==> config.mk <==
export PLATFORM = sky130hd
export DESIGN_NAME = id_ex_stage
export DESIGN_NICKNAME = d
export VERILOG_FILES = /design/src/rtl/id_ex_stage.sv
export SDC_FILE = /design/constraint.sdc
export NUM_CORES = 1
export LEC_CHECK = 0
export CAP_MARGIN = 20
export CORE_MARGIN = 2
export CORE_UTILIZATION = 41
export DETAILED_ROUTE_END_ITERATION = 7
export GPL_ROUTABILITY_DRIVEN = 0
export PLACE_DENSITY = 0.86
export SETUP_SLACK_MARGIN = 0.02
export SLEW_MARGIN = 30
export SYNTH_ARGS = -nofsm -noshare
export SYNTH_HDL_FRONTEND = slang
export SYNTH_SLANG_ARGS = --single-unit
==> constraint.sdc <==
create_clock -name clk -period 2.79 [get_ports clk]
set_input_delay 0.279 -clock clk [delete_from_list [all_inputs] [get_ports clk]]
set_output_delay 0.279 -clock clk [all_outputs]
set_load 0.02 [all_outputs]
==> src/rtl/id_ex_stage.sv <==
// ID/EX pipeline register of the 16-bit RISC core: captures operands and decoded
// control, inserts load-use bubbles, honours flush/back-pressure and latches halt.
module id_ex_stage #(
  parameter int DW = 16,
  parameter int RW = 4,
  parameter int CW = 16
) (
  input  logic          clk,
  input  logic          rst,
  input  logic          id_valid,
  input  logic [RW-1:0] id_src1,
  input  logic [RW-1:0] id_src2,
  input  logic          id_src1_used,
  input  logic          id_src2_used,
  input  logic [RW-1:0] id_dst,
  input  logic          id_reg_write,
  input  logic          id_mem_read,
  input  logic          id_mem_write,
  input  logic          id_halt,
  input  logic [3:0]    id_alu_op,
  input  logic [DW-1:0] id_imm,
  input  logic [DW-1:0] id_pc,
  input  logic [DW-1:0] id_rdata1,
  input  logic [DW-1:0] id_rdata2,
  input  logic          flush,
  input  logic          ex_ready,
  output logic          ex_valid,
  output logic [RW-1:0] ex_src1,
  output logic [RW-1:0] ex_src2,
  output logic [RW-1:0] ex_dst,
  output logic          ex_reg_write,
  output logic          ex_mem_read,
  output logic          ex_mem_write,
  output logic          ex_halt,
  output logic [3:0]    ex_alu_op,
  output logic [DW-1:0] ex_imm,
  output logic [DW-1:0] ex_pc,
  output logic [DW-1:0] ex_rdata1,
  output logic [DW-1:0] ex_rdata2,
  output logic          stall_id,
  output logic          halted,
  output logic [CW-1:0] stall_cycles
);

  // state   | meaning
  // RUN     | normal issue into EX
  // HOLD    | EX holds a valid instruction it has not yet accepted
  // HALTED  | HLT accepted by EX; only reset leaves this state
  localparam logic [1:0] ST_RUN    = 2'd0;
  localparam logic [1:0] ST_HOLD   = 2'd1;
  localparam logic [1:0] ST_HALTED = 2'd2;

  typedef struct packed {
    logic          valid;
    logic [RW-1:0] src1;
    logic [RW-1:0] src2;
    logic [RW-1:0] dst;
    logic          reg_write;
    logic          mem_read;
    logic          mem_write;
    logic          halt;
    logic [3:0]    alu_op;
    logic [DW-1:0] imm;
    logic [DW-1:0] pc;
    logic [DW-1:0] rdata1;
    logic [DW-1:0] rdata2;
  } ex_t;

  ex_t           ex_q, ex_d, id_pkt;
  logic [1:0]    state_q, state_d;
  logic [CW-1:0] stall_cnt_q, stall_cnt_d;
  logic          lu, hold, halted_st;

  always_comb begin
    halted_st = (state_q == ST_HALTED);
    hold      = ex_q.valid & ~ex_ready;
    lu        = ex_q.valid & ex_q.mem_read & (ex_q.dst != '0) & id_valid &
                ((id_src1_used & (id_src1 == ex_q.dst)) |
                 (id_src2_used & (id_src2 == ex_q.dst)));
    stall_id  = ~flush & (halted_st | lu | hold);

    id_pkt           = '0;
    id_pkt.valid     = id_valid;
    id_pkt.src1      = id_src1;
    id_pkt.src2      = id_src2;
    id_pkt.dst       = id_dst;
    id_pkt.reg_write = id_valid & id_reg_write;
    id_pkt.mem_read  = id_valid & id_mem_read;
    id_pkt.mem_write = id_valid & id_mem_write;
    id_pkt.halt      = id_valid & id_halt;
    id_pkt.alu_op    = id_alu_op;
    id_pkt.imm       = id_imm;
    id_pkt.pc        = id_pc;
    id_pkt.rdata1    = id_rdata1;
    id_pkt.rdata2    = id_rdata2;

    // A bubble clears only control; data fields keep their last value.
    ex_d = ex_q;
    if (flush || halted_st || (!hold && lu)) begin
      ex_d.valid     = 1'b0;
      ex_d.reg_write = 1'b0;
      ex_d.mem_read  = 1'b0;
      ex_d.mem_write = 1'b0;
      ex_d.halt      = 1'b0;
    end else if (!hold) begin
      ex_d = id_pkt;
    end

    if (halted_st)                                  state_d = ST_HALTED;
    else if (ex_q.valid && ex_q.halt && ex_ready)   state_d = ST_HALTED;
    else if (hold && !flush)                        state_d = ST_HOLD;
    else                                            state_d = ST_RUN;

    stall_cnt_d = stall_cnt_q;
    if (stall_id && !halted_st && (stall_cnt_q != {CW{1'b1}}))
      stall_cnt_d = stall_cnt_q + 1'b1;
  end

  always_ff @(posedge clk or negedge rst) begin
    if (!rst) begin
      ex_q        <= '0;
      state_q     <= ST_RUN;
      stall_cnt_q <= '0;
    end else begin
      ex_q        <= ex_d;
      state_q     <= state_d;
      stall_cnt_q <= stall_cnt_d;
    end
  end

  assign ex_valid     = ex_q.valid;
  assign ex_src1      = ex_q.src1;
  assign ex_src2      = ex_q.src2;
  assign ex_dst       = ex_q.dst;
  assign ex_reg_write = ex_q.reg_write;
  assign ex_mem_read  = ex_q.mem_read;
  assign ex_mem_write = ex_q.mem_write;
  assign ex_halt      = ex_q.halt;
  assign ex_alu_op    = ex_q.alu_op;
  assign ex_imm       = ex_q.imm;
  assign ex_pc        = ex_q.pc;
  assign ex_rdata1    = ex_q.rdata1;
  assign ex_rdata2    = ex_q.rdata2;
  assign halted       = halted_st;
  assign stall_cycles = stall_cnt_q;

endmodule

# Word-level counts from Yosys, hierarchy flattened
# Cells that the tools add are included.
dict set report word_totals {
  reg_bits 103
  latch_bits 0
  ramBits 0
  romBits 0
  elab_cells 59
  mem_count 0
}
dict set report op_classes {
  add_sub_neg 1
  multipliers 0
  div 0
  n_lt_le_gt_ge 0
  n_eq_ne 5
  n_shift 0
  mux 6
  bitwise_logic 19
  n_reduce_logical 13
}
# cell count
set op_table {}
lappend op_table {{85-bit two-way mux} 1}
lappend op_table {{16-bit by 1-bit adder with 16-bit output (second input constant)} 1}
lappend op_table {{16-bit != test (second input constant)} 1}
lappend op_table {{1-bit bitwise AND} 12}
lappend op_table {{4-bit == test} 2}
lappend op_table {{1-bit logical AND} 6}
lappend op_table {{2-bit two-way mux} 2}
lappend op_table {{4-bit two-way mux} 1}
lappend op_table {{1-bit NOT} 4}
lappend op_table {{4-bit nonzero test} 1}
lappend op_table {{1-bit zero test} 3}
lappend op_table {{1-bit OR} 3}
lappend op_table {{2-bit == test (second input constant)} 1}
lappend op_table {{1-bit logical OR} 2}
lappend op_table {{1-bit two-way mux} 2}
lappend op_table {{2-bit by 1-bit != test with 1-bit output (second input constant)} 1}
lappend op_table {{2-bit AND reduction} 1}

# Logic depth before layout (Yosys ltp)
# Gate-level depths: netlist of run 1.
dict set report depth {
  word_depth 9
  depth_mapped 7
}

# Worst setup path before layout of run 1
# OpenSTA, ideal clock, no wires.
dict set report synth_path {
  kind {register to register}
  startpoint {register ex_q (netlist bit ex_dst[0])}
  endpoint {register ex_q (netlist bit ex_alu_op[0])}
  setup_time_ps 127
  arrival_time_ps 2078
  slack_ps 584
  path_stages_with_launch 8
  path_buffers 2
  cell_sequence {dfrtp_1 -> or4_1 -> nand4_1 -> nor3_1 -> nor3_2 -> buf_4 -> buf_6 -> mux2_1}
}
dict set report synth_between {
  elab_chain_cells 8
  elab_cells_between_ends 13
  classes_between {eq/ne: 2; bitwise: 7; reduce/logical: 4}
}
# element line_no
set synth_rtl {}
lappend synth_rtl {{from (decl)} 69} ;# ex_t ex_q, ex_d, id_pkt;
lappend synth_rtl {{from (signal assigned)} 121} ;# ex_q <= '0;
lappend synth_rtl {{from (signal assigned)} 125} ;# ex_q <= ex_d;
lappend synth_rtl {{4-bit == test (tied with other cells)} 78} ;# ((id_src1_used & (id_src1 == ex_q.dst)) |
lappend synth_rtl {{1-bit bitwise AND (on tied branches)} {78, 77, 79}}
lappend synth_rtl {{1-bit OR or 1-bit bitwise AND (tied branches)} {78, 77}}
lappend synth_rtl {{1-bit bitwise AND *} 77} ;# lu = ex_q.valid & ex_q.mem_read & (ex_q.dst != '0) & id_valid &
lappend synth_rtl {{1-bit logical AND *} 99} ;# if (flush || halted_st || (!hold && lu)) begin
lappend synth_rtl {{1-bit logical OR *} 99}
lappend synth_rtl {{1-bit NOT (no line) *} --}
lappend synth_rtl {{2-bit AND reduction (no line) *} --}
# Every way passes the cells marked *; elsewhere a longest branch is shown, timed or not.
# A chain may end at the register's enable or synchronous reset.

# Worst setup path in the final report of run 1
dict set report layout_path {
  startpoint {register ex_q (netlist bit ex_dst[1])}
  endpoint {output stall_id}
}
dict set report layout_between {
  elab_chain_cells 7
  elab_cells_between_ends 12
  classes_between {eq/ne: 2; bitwise: 9; reduce/logical: 1}
}
# element line_no
set layout_rtl {}
lappend layout_rtl {{4-bit == test (tied with other cells)} 78}
lappend layout_rtl {{1-bit bitwise AND (on tied branches)} {78, 77, 79}}
lappend layout_rtl {{1-bit OR or 1-bit bitwise AND (tied branches)} {78, 77}}
lappend layout_rtl {{1-bit bitwise AND *} 77}
lappend layout_rtl {{1-bit OR * (2 in a row)} 80} ;# stall_id = ~flush & (halted_st | lu | hold);
lappend layout_rtl {{1-bit bitwise AND *} 80}
lappend layout_rtl {{to (decl)} 40} ;# output logic stall_id,
# Marks and branches as above.

==> results.sh, run 1 <==
export IMPL_ys_warn_count=0
export IMPL_internal_power_uw=2110
export IMPL_p_per_area_mw_per_mm2=408
export IMPL_synthCells=284
export IMPL_numPortBuffers=193
export IMPL_drv_cap=0
export IMPL_postCtsSetupBuffers=0
export IMPL_grt_max_degree=67
export IMPL_setup_tns_ps=0
export IMPL_core_mm2=0.00982
export IMPL_track_usage=0.194
export IMPL_ios=194
export IMPL_via_per_inst=4.96
export IMPL_ir_worst_vdd_uv=275
export IMPL_cts_root_buf="clkbuf_8"
export IMPL_hold_viol=0
export IMPL_synth_area_leader_cell="dfrtp_1"
export IMPL_async_flop_share=1.00
export IMPL_worstPathArrival_ps=2350
export IMPL_fmax_mhz=381
export IMPL_cts_sink_count=103
export IMPL_synth_common_cells="103 x dfrtp_1, 45 x mux2_1, 38 x mux2_2"
export IMPL_drc=0
export IMPL_crit_required_ps=2510
export IMPL_setup_violations=0
export IMPL_post_route_period_util=0.941
export IMPL_synth_distinct_cells=27
export IMPL_critPathMaxStageDelay_ps=540
export IMPL_synthToLayoutAreaGrowth_pct=56.1
export IMPL_h_tree_depth=3
export IMPL_p_seq_frac=0.561
export IMPL_fillerInstances=744
export IMPL_grt_pass1_wl_um=16900
export IMPL_synthFlopType="dfrtp_1"
export IMPL_wl_per_cell_um=16.6
export IMPL_worst_pin_slew_ps=639
export IMPL_postRouteAntennaNets=0
export IMPL_avgSynthCellArea_um2=14.7
export IMPL_status="finished clean"
export IMPL_yosys_area_top_type_share=0.618
export IMPL_yosysMostFrequentCell="dfrtp_1"
export IMPL_first_pass_iters=4
export IMPL_combPwrFrac=0.065
export IMPL_cts_reportedPaths_clkPinSlew_ps=100
export IMPL_row_count=36
export IMPL_numCtsBuffers=9
export IMPL_maxSlewViolCount=0
export IMPL_synth_edf_count=0
export IMPL_slew_headroom=0.574
export IMPL_end_kind="output port"
export IMPL_start_util=0.425
export IMPL_vias=3100
export IMPL_dp_slack_ps=230
export IMPL_die_w_um=105
export IMPL_power_switching_uw=546
export IMPL_grt_ovfl_total=0
export IMPL_layout_drive_gt1_share=0.144
export IMPL_crit_type="flip-flop to output port"
export IMPL_p_sw_frac=0.205
export IMPL_fp_dieArea_mm2=0.0110
export IMPL_critical_path_top_delay_family="simple AND/OR/NAND/NOR gates"
export IMPL_leakage_uw=0.00303
export IMPL_clkPwrFrac=0.374
export IMPL_cp_slowest_cell="clkdlybuf4s50_1"
export IMPL_finalPower_uw=2660
export IMPL_syn_nets=376
export IMPL_antenna_cells=0
export IMPL_synth_area_top_cells="dfrtp_1 62%, mux2_1 12%, mux2_2 10%, xor2_1 2.5%, xnor2_1 1.9%"
export IMPL_cts_tree="built"
export IMPL_setup_slack_ps=165
export IMPL_die_h_um=105
export IMPL_cts_buffer_depth=2
export IMPL_skew_ps=10.2
export IMPL_grt_pass1_vias=3325
export IMPL_ys_ff_latch=103
export IMPL_nets=579
export IMPL_worstSkewPairLatency_ps=360
export IMPL_drt_wl_total_um=10400
export IMPL_hpwl_um=7890
export IMPL_drt_iter0_markers=103
export IMPL_crit_fanout=5
export IMPL_grt_antenna_before_repair=0
export IMPL_ys_seq_area_frac=0.618
export IMPL_syn_area_mm2=0.00417
export IMPL_path_cells="or4_1 > nand4_1 > o31ai_2 > nor2_2 > a21oi_1 > clkdlybuf4s50_1"
export IMPL_min_period_ps=2630
export IMPL_rsz0062_at_grt="no"
export IMPL_cp_num_buf_inv=1
export IMPL_cp_start_kind="flip-flop"
export IMPL_hold_class="input port to async pin"
## layout make-up
class                   count  area [um2]  share of cell area
inverters                   2        7.51             0.00115
well taps                 133         166              0.0256
flip-flops and latches    103        2580               0.396
repair buffers            203        2030               0.312
clock inverters             6        85.1              0.0131
clock buffers              10         128              0.0196
multi-input cells         168        1510               0.232
## layer usage
metal,up-vias,GRT usage,wire (um)
met5,-,0,0
met3,13,0.0618,777
met2,126,0.338,5390
li1,1421,-,-
met1,1540,0.219,4080
met4,0,0.0800,142
## per-stage QoR
| step | hold slack, ps | area [um2] | utilization | instances |
|---|---|---|---|---|
| final | 479 | 6510 | 0.663 | 625 |
| after global routing | 493 | 6510 | 0.663 | 625 |
| after CTS | 475 | 6500 | 0.662 | 625 |
| after detailed placement | 351 | 6270 | 0.639 | 608 |
| after global placement | 331 | 6270 | 0.639 | 608 |
| after floorplan | -16.6 | 4170 | - | 284 |
## state kept, by name (all words and copies together), names as in the netlist, 16 cells and up
register and count:
ex_imm 16, ex_pc 16, ex_rdata1 16, ex_rdata2 16, stall_cycles 16
## placed cells by master (no fill, tap or decap)
cell / instances
nand3_1: 8
inv_1: 2
mux2_1: 45
clkbuf_1: 1
nor3_4: 1
dfrtp_1: 100
a21oi_1: 1
clkbuf_8: 9
xnor2_1: 9
buf_4: 8
dfrtp_2: 3
ha_1: 1
nor3_1: 7
nor2_2: 1
nor4_1: 7
bufinv_16: 2
nand4_1: 5
nor3_2: 2
clkinv_2: 2
a21o_1: 1
clkdlybuf4s50_1: 192
or4_1: 1
dlygate4sd3_1: 1
buf_12: 2
nor2_1: 4
nand2_1: 11
clkinvlp_4: 2
xor2_1: 12
nand2b_1: 4
and3_1: 4
o31ai_2: 1
mux2_2: 38
nor4b_1: 1
a32o_1: 4
## cell families (layout without fill, tap and decap cells)
kind of cell | Yosys count | count (layout) | synth area share
compound gates | 7 | 7 | 0.0144
xor+xnor | 21 | 21 | 0.0441
fa+ha+maj | 1 | 1 | 0.00300
buf+inv | 13 | 221 | 0.0234
flops | 103 | 103 | 0.618
mux | 83 | 83 | 0.224
simple gates | 56 | 56 | 0.0729
## worst paths after layout
| path | startpoint | to | slack (ps) | cells after the start |
|---|---|---|---|---|
| max | ex_dst[1]$_DFFE_PN0P_ | stall_id | 160 | 6 |
| min | rst | ex_rdata2[3]$_DFFE_PN0P_ | 480 | 2 |
| max reg2reg | ex_dst[1]$_DFFE_PN0P_ | ex_pc[1]$_DFFE_PN0P_ | 330 | 7 |
| min reg2reg | ex_rdata2[6]$_DFFE_PN0P_ | ex_rdata2[6]$_DFFE_PN0P_ | 490 | 1 |
| max in group asynchronous | rst | ex_rdata2[15]$_DFFE_PN0P_ | 1600 | 3 |
| min in group clk | ex_rdata2[6]$_DFFE_PN0P_ | ex_rdata2[6]$_DFFE_PN0P_ | 490 | 1 |
## power by group through the flow
stage	Clock (uW)	Sequential (uW)	Combinational [uW]
final	995	1490	173
after global routing	1090	1490	188
after CTS	1040	1490	177
after detailed placement	0	1520	175
after global placement	0	1520	172
after floorplan	0	1520	9.26
## timing repair
action,CTS,global route
gates resized for setup,0,5
hold buffers,1,0
endpoints found under the hold margin,48,0
endpoints found under the setup margin,0,1
(Power assumes the default switching activity.)
==> run 2: changes to the inputs <==
--- a/config.mk
+++ b/config.mk
@@ -6,11 +6,11 @@
 export NUM_CORES = 1
 export LEC_CHECK = 0
 export CAP_MARGIN = 20
-export CORE_MARGIN = 2
-export CORE_UTILIZATION = 41
+export CORE_MARGIN = 10
+export CORE_UTILIZATION = 37
 export DETAILED_ROUTE_END_ITERATION = 7
 export GPL_ROUTABILITY_DRIVEN = 0
-export PLACE_DENSITY = 0.86
+export PLACE_DENSITY = 0.82
 export SETUP_SLACK_MARGIN = 0.02
 export SLEW_MARGIN = 30
 export SYNTH_ARGS = -nofsm -noshare
==> constraint.sdc (replaced) <==
create_clock -name clk -period 2.2 [get_ports clk]
set_input_delay 0.22 -clock clk [delete_from_list [all_inputs] [get_ports clk]]
set_output_delay 0.22 -clock clk [all_outputs]
set_load 0.02 [all_outputs]
==> run 2 against run 1 <==
Compared with the run above:
- the flow now finishes with violations (negative setup slack)
- die area grew 45%
- utilization fell by 2.6 points
- via count increased by 2.1%
- cell area is 6.9% higher
- critical path type is now flip-flop to flip-flop
- largest cell class unchanged
- largest power group unchanged
==> results.sh, run 2 (synthesized netlist as in run 1, its figures left out) <==
export IMPL_power_switching_uw=760
export IMPL_worst_pin_slew_ps=485
export IMPL_slew_headroom=0.676
export IMPL_p_per_area_mw_per_mm2=516
export IMPL_finalPower_uw=3590
export IMPL_dr_wl_met3_um=943
export IMPL_setup_violations=88
export IMPL_dp_slack_ps=-288
export IMPL_final_common_cell="clkdlybuf4s50_1"
export IMPL_worstPathArrival_ps=2590
export IMPL_crit_type="flip-flop to flip-flop"
export IMPL_holdWs_ps=375
export IMPL_via_per_inst=4.89
export IMPL_crit_required_ps=2420
export IMPL_leakage_uw=0.00320
export IMPL_cp_start_kind="flip-flop"
export IMPL_vias=3164
export IMPL_wl_per_cell_um=20.3
export IMPL_status="complete, but fails checks"
export IMPL_cts_root_buf="clkbuf_16"
export IMPL_p_sw_frac=0.212
export IMPL_wl_met2_um=6920
export IMPL_synthToLayoutAreaGrowth_pct=66.9
export IMPL_cts_reportedPaths_clkPinSlew_ps=70
export IMPL_grt_pass1_wl_um=20400
export IMPL_post_route_period_util=1.08
export IMPL_grt_pass1_vias=3491
export IMPL_r2r_end="ex_rdata1[15]$_DFFE_PN0P_"
export IMPL_drc=0
export IMPL_maxSlewViolCount=0
export IMPL_multi_input_area_mm2=0.00163
export IMPL_dp_cells=624
export IMPL_track_usage=0.159
export IMPL_antenna_cells=0
export IMPL_met1_length_um=5130
export IMPL_skew_ps=5.80
export IMPL_h_tree_depth=3
export IMPL_grt_max_degree=41
export IMPL_start_util=0.381
export IMPL_postRouteAntennaNets=0
export IMPL_setup_slack_ps=-165
export IMPL_fin_cells=647
export IMPL_cts_buffer_depth=2
export IMPL_fillerInstances=837
export IMPL_p_seq_frac=0.527
export IMPL_rsz0062_at_grt="yes"
export IMPL_numCtsBuffers=9
export IMPL_drv_cap=0
export IMPL_hold_viol=0
export IMPL_end_kind="flip-flop"
export IMPL_ios=194
export IMPL_grt_ovfl_total=0
export IMPL_cts_sink_count=103
export IMPL_r2r_cells=8
export IMPL_r2r_slack_ps=-170
export IMPL_fp_dieArea_mm2=0.0159
export IMPL_drt_iter0_markers=227
export IMPL_numPortBuffers=193
export IMPL_routed_top_layer="met4"
export IMPL_nets=595
export IMPL_clkPwrFrac=0.410
export IMPL_combPwrFrac=0.063
export IMPL_hold_class="input port to async pin"
export IMPL_die_h_um=126
export IMPL_min_period_ps=2370
export IMPL_fin_area_mm2=0.00696
export IMPL_die_w_um=126
export IMPL_violations="negative setup slack"
export IMPL_crit_fanout=13
export IMPL_row_count=38
export IMPL_mostFrequentLayoutCells="191 x clkdlybuf4s50_1, 102 x dfrtp_1, 33 x mux2_2, 25 x mux2_1, 25 x mux2_4"
export IMPL_cts_tree="built"
export IMPL_fmax_mhz=423
export IMPL_worstSkewPairLatency_ps=340
export IMPL_first_pass_iters=4
export IMPL_ir_worst_vdd_uv=309
export IMPL_core_mm2=0.0109
export IMPL_drt_wl_total_um=13100
export IMPL_layout_drive_gt1_share=0.215
export IMPL_seq_area_mm2=0.00258
export IMPL_internal_power_uw=2830
export IMPL_grt_antenna_before_repair=0
export IMPL_hpwl_um=9680
export IMPL_place_area_mm2=0.00638
export IMPL_rr_startpoint="ex_dst[0]$_DFFE_PN0P_"
run 2: cell count changes in the layout (fill, tap and decap cells not counted), sizes merged:
| cell | change |
|---|---|
| buf | +12 |
| clkbuf | +4 |
| clkinv | +3 |
| bufinv | -2 |
| clkinvlp | -2 |
| clkdlybuf4s15 | +1 |
| clkdlybuf4s50 | -1 |
run 2: final cells by class:
class                   instances  area share
inverters                       2     0.00108
multi-input cells             168       0.234
flip-flops and latches        103       0.370
well taps                     140      0.0252
repair buffers                219       0.331
clock inverters                 5     0.00359
clock buffers                  10      0.0343
run 2: per-stage QoR:
stage / TNS (ps) / util
finish: -10380 / 0.637
global route: -18240 / 0.637
CTS: -9210 / 0.623
detailed placement: -14530 / 0.583
global placement: -13170 / 0.583
floorplan: 0 / -
run 2: what timing repair did:
item,in CTS,in global routing
hold buffers,1,0
setup buffers,2,0
gates resized for setup,29,9
endpoints found under the setup margin,88,95
gates cloned,1,4
pin swaps,2,0
endpoints found under the hold margin,34,0
run 2: worst max path at each step:
stage	endpoint	cells after the start	slack [ps]	start
floorplan	ex_dst[0]$_DFFE_PN0P_	7	30	ex_dst[1]$_DFFE_PN0P_
global placement	stall_id	7	-280	id_src1[3]
detailed placement	stall_cycles[14]$_DFFE_PN0P_	8	-290	id_src1[3]
CTS	ex_rdata1[14]$_DFFE_PN0P_	8	-150	ex_dst[0]$_DFFE_PN0P_
global route	ex_pc[10]$_DFFE_PN0P_	8	-240	ex_dst[0]$_DFFE_PN0P_
finish	ex_rdata1[15]$_DFFE_PN0P_	8	-170	ex_dst[0]$_DFFE_PN0P_
run 2: layer usage:
layer,global-route usage,vias up
met5,0,-
met4,0.0388,0
met3,0.0587,16
met2,0.278,108
met1,0.181,1594
li1,-,1446
run 2: critical path, cell delays in order, from the launching register on:
cell and delay (ps):
dfrtp_2 400, or4_4 530, nand4_1 140, o31ai_2 100, buf_4 150, nor3_4 190, buf_12 200, clkbuf_16 200
mux2_2 340
run 2: power by group through the flow:
stage | combinational [uW] | clock, uW | sequential [uW]
global placement | 220 | 0 | 1930
global route | 246 | 1600 | 1890
CTS | 231 | 1510 | 1890
detailed placement | 226 | 0 | 1930
floorplan | 11.7 | 0 | 1930
finish | 227 | 1470 | 1890
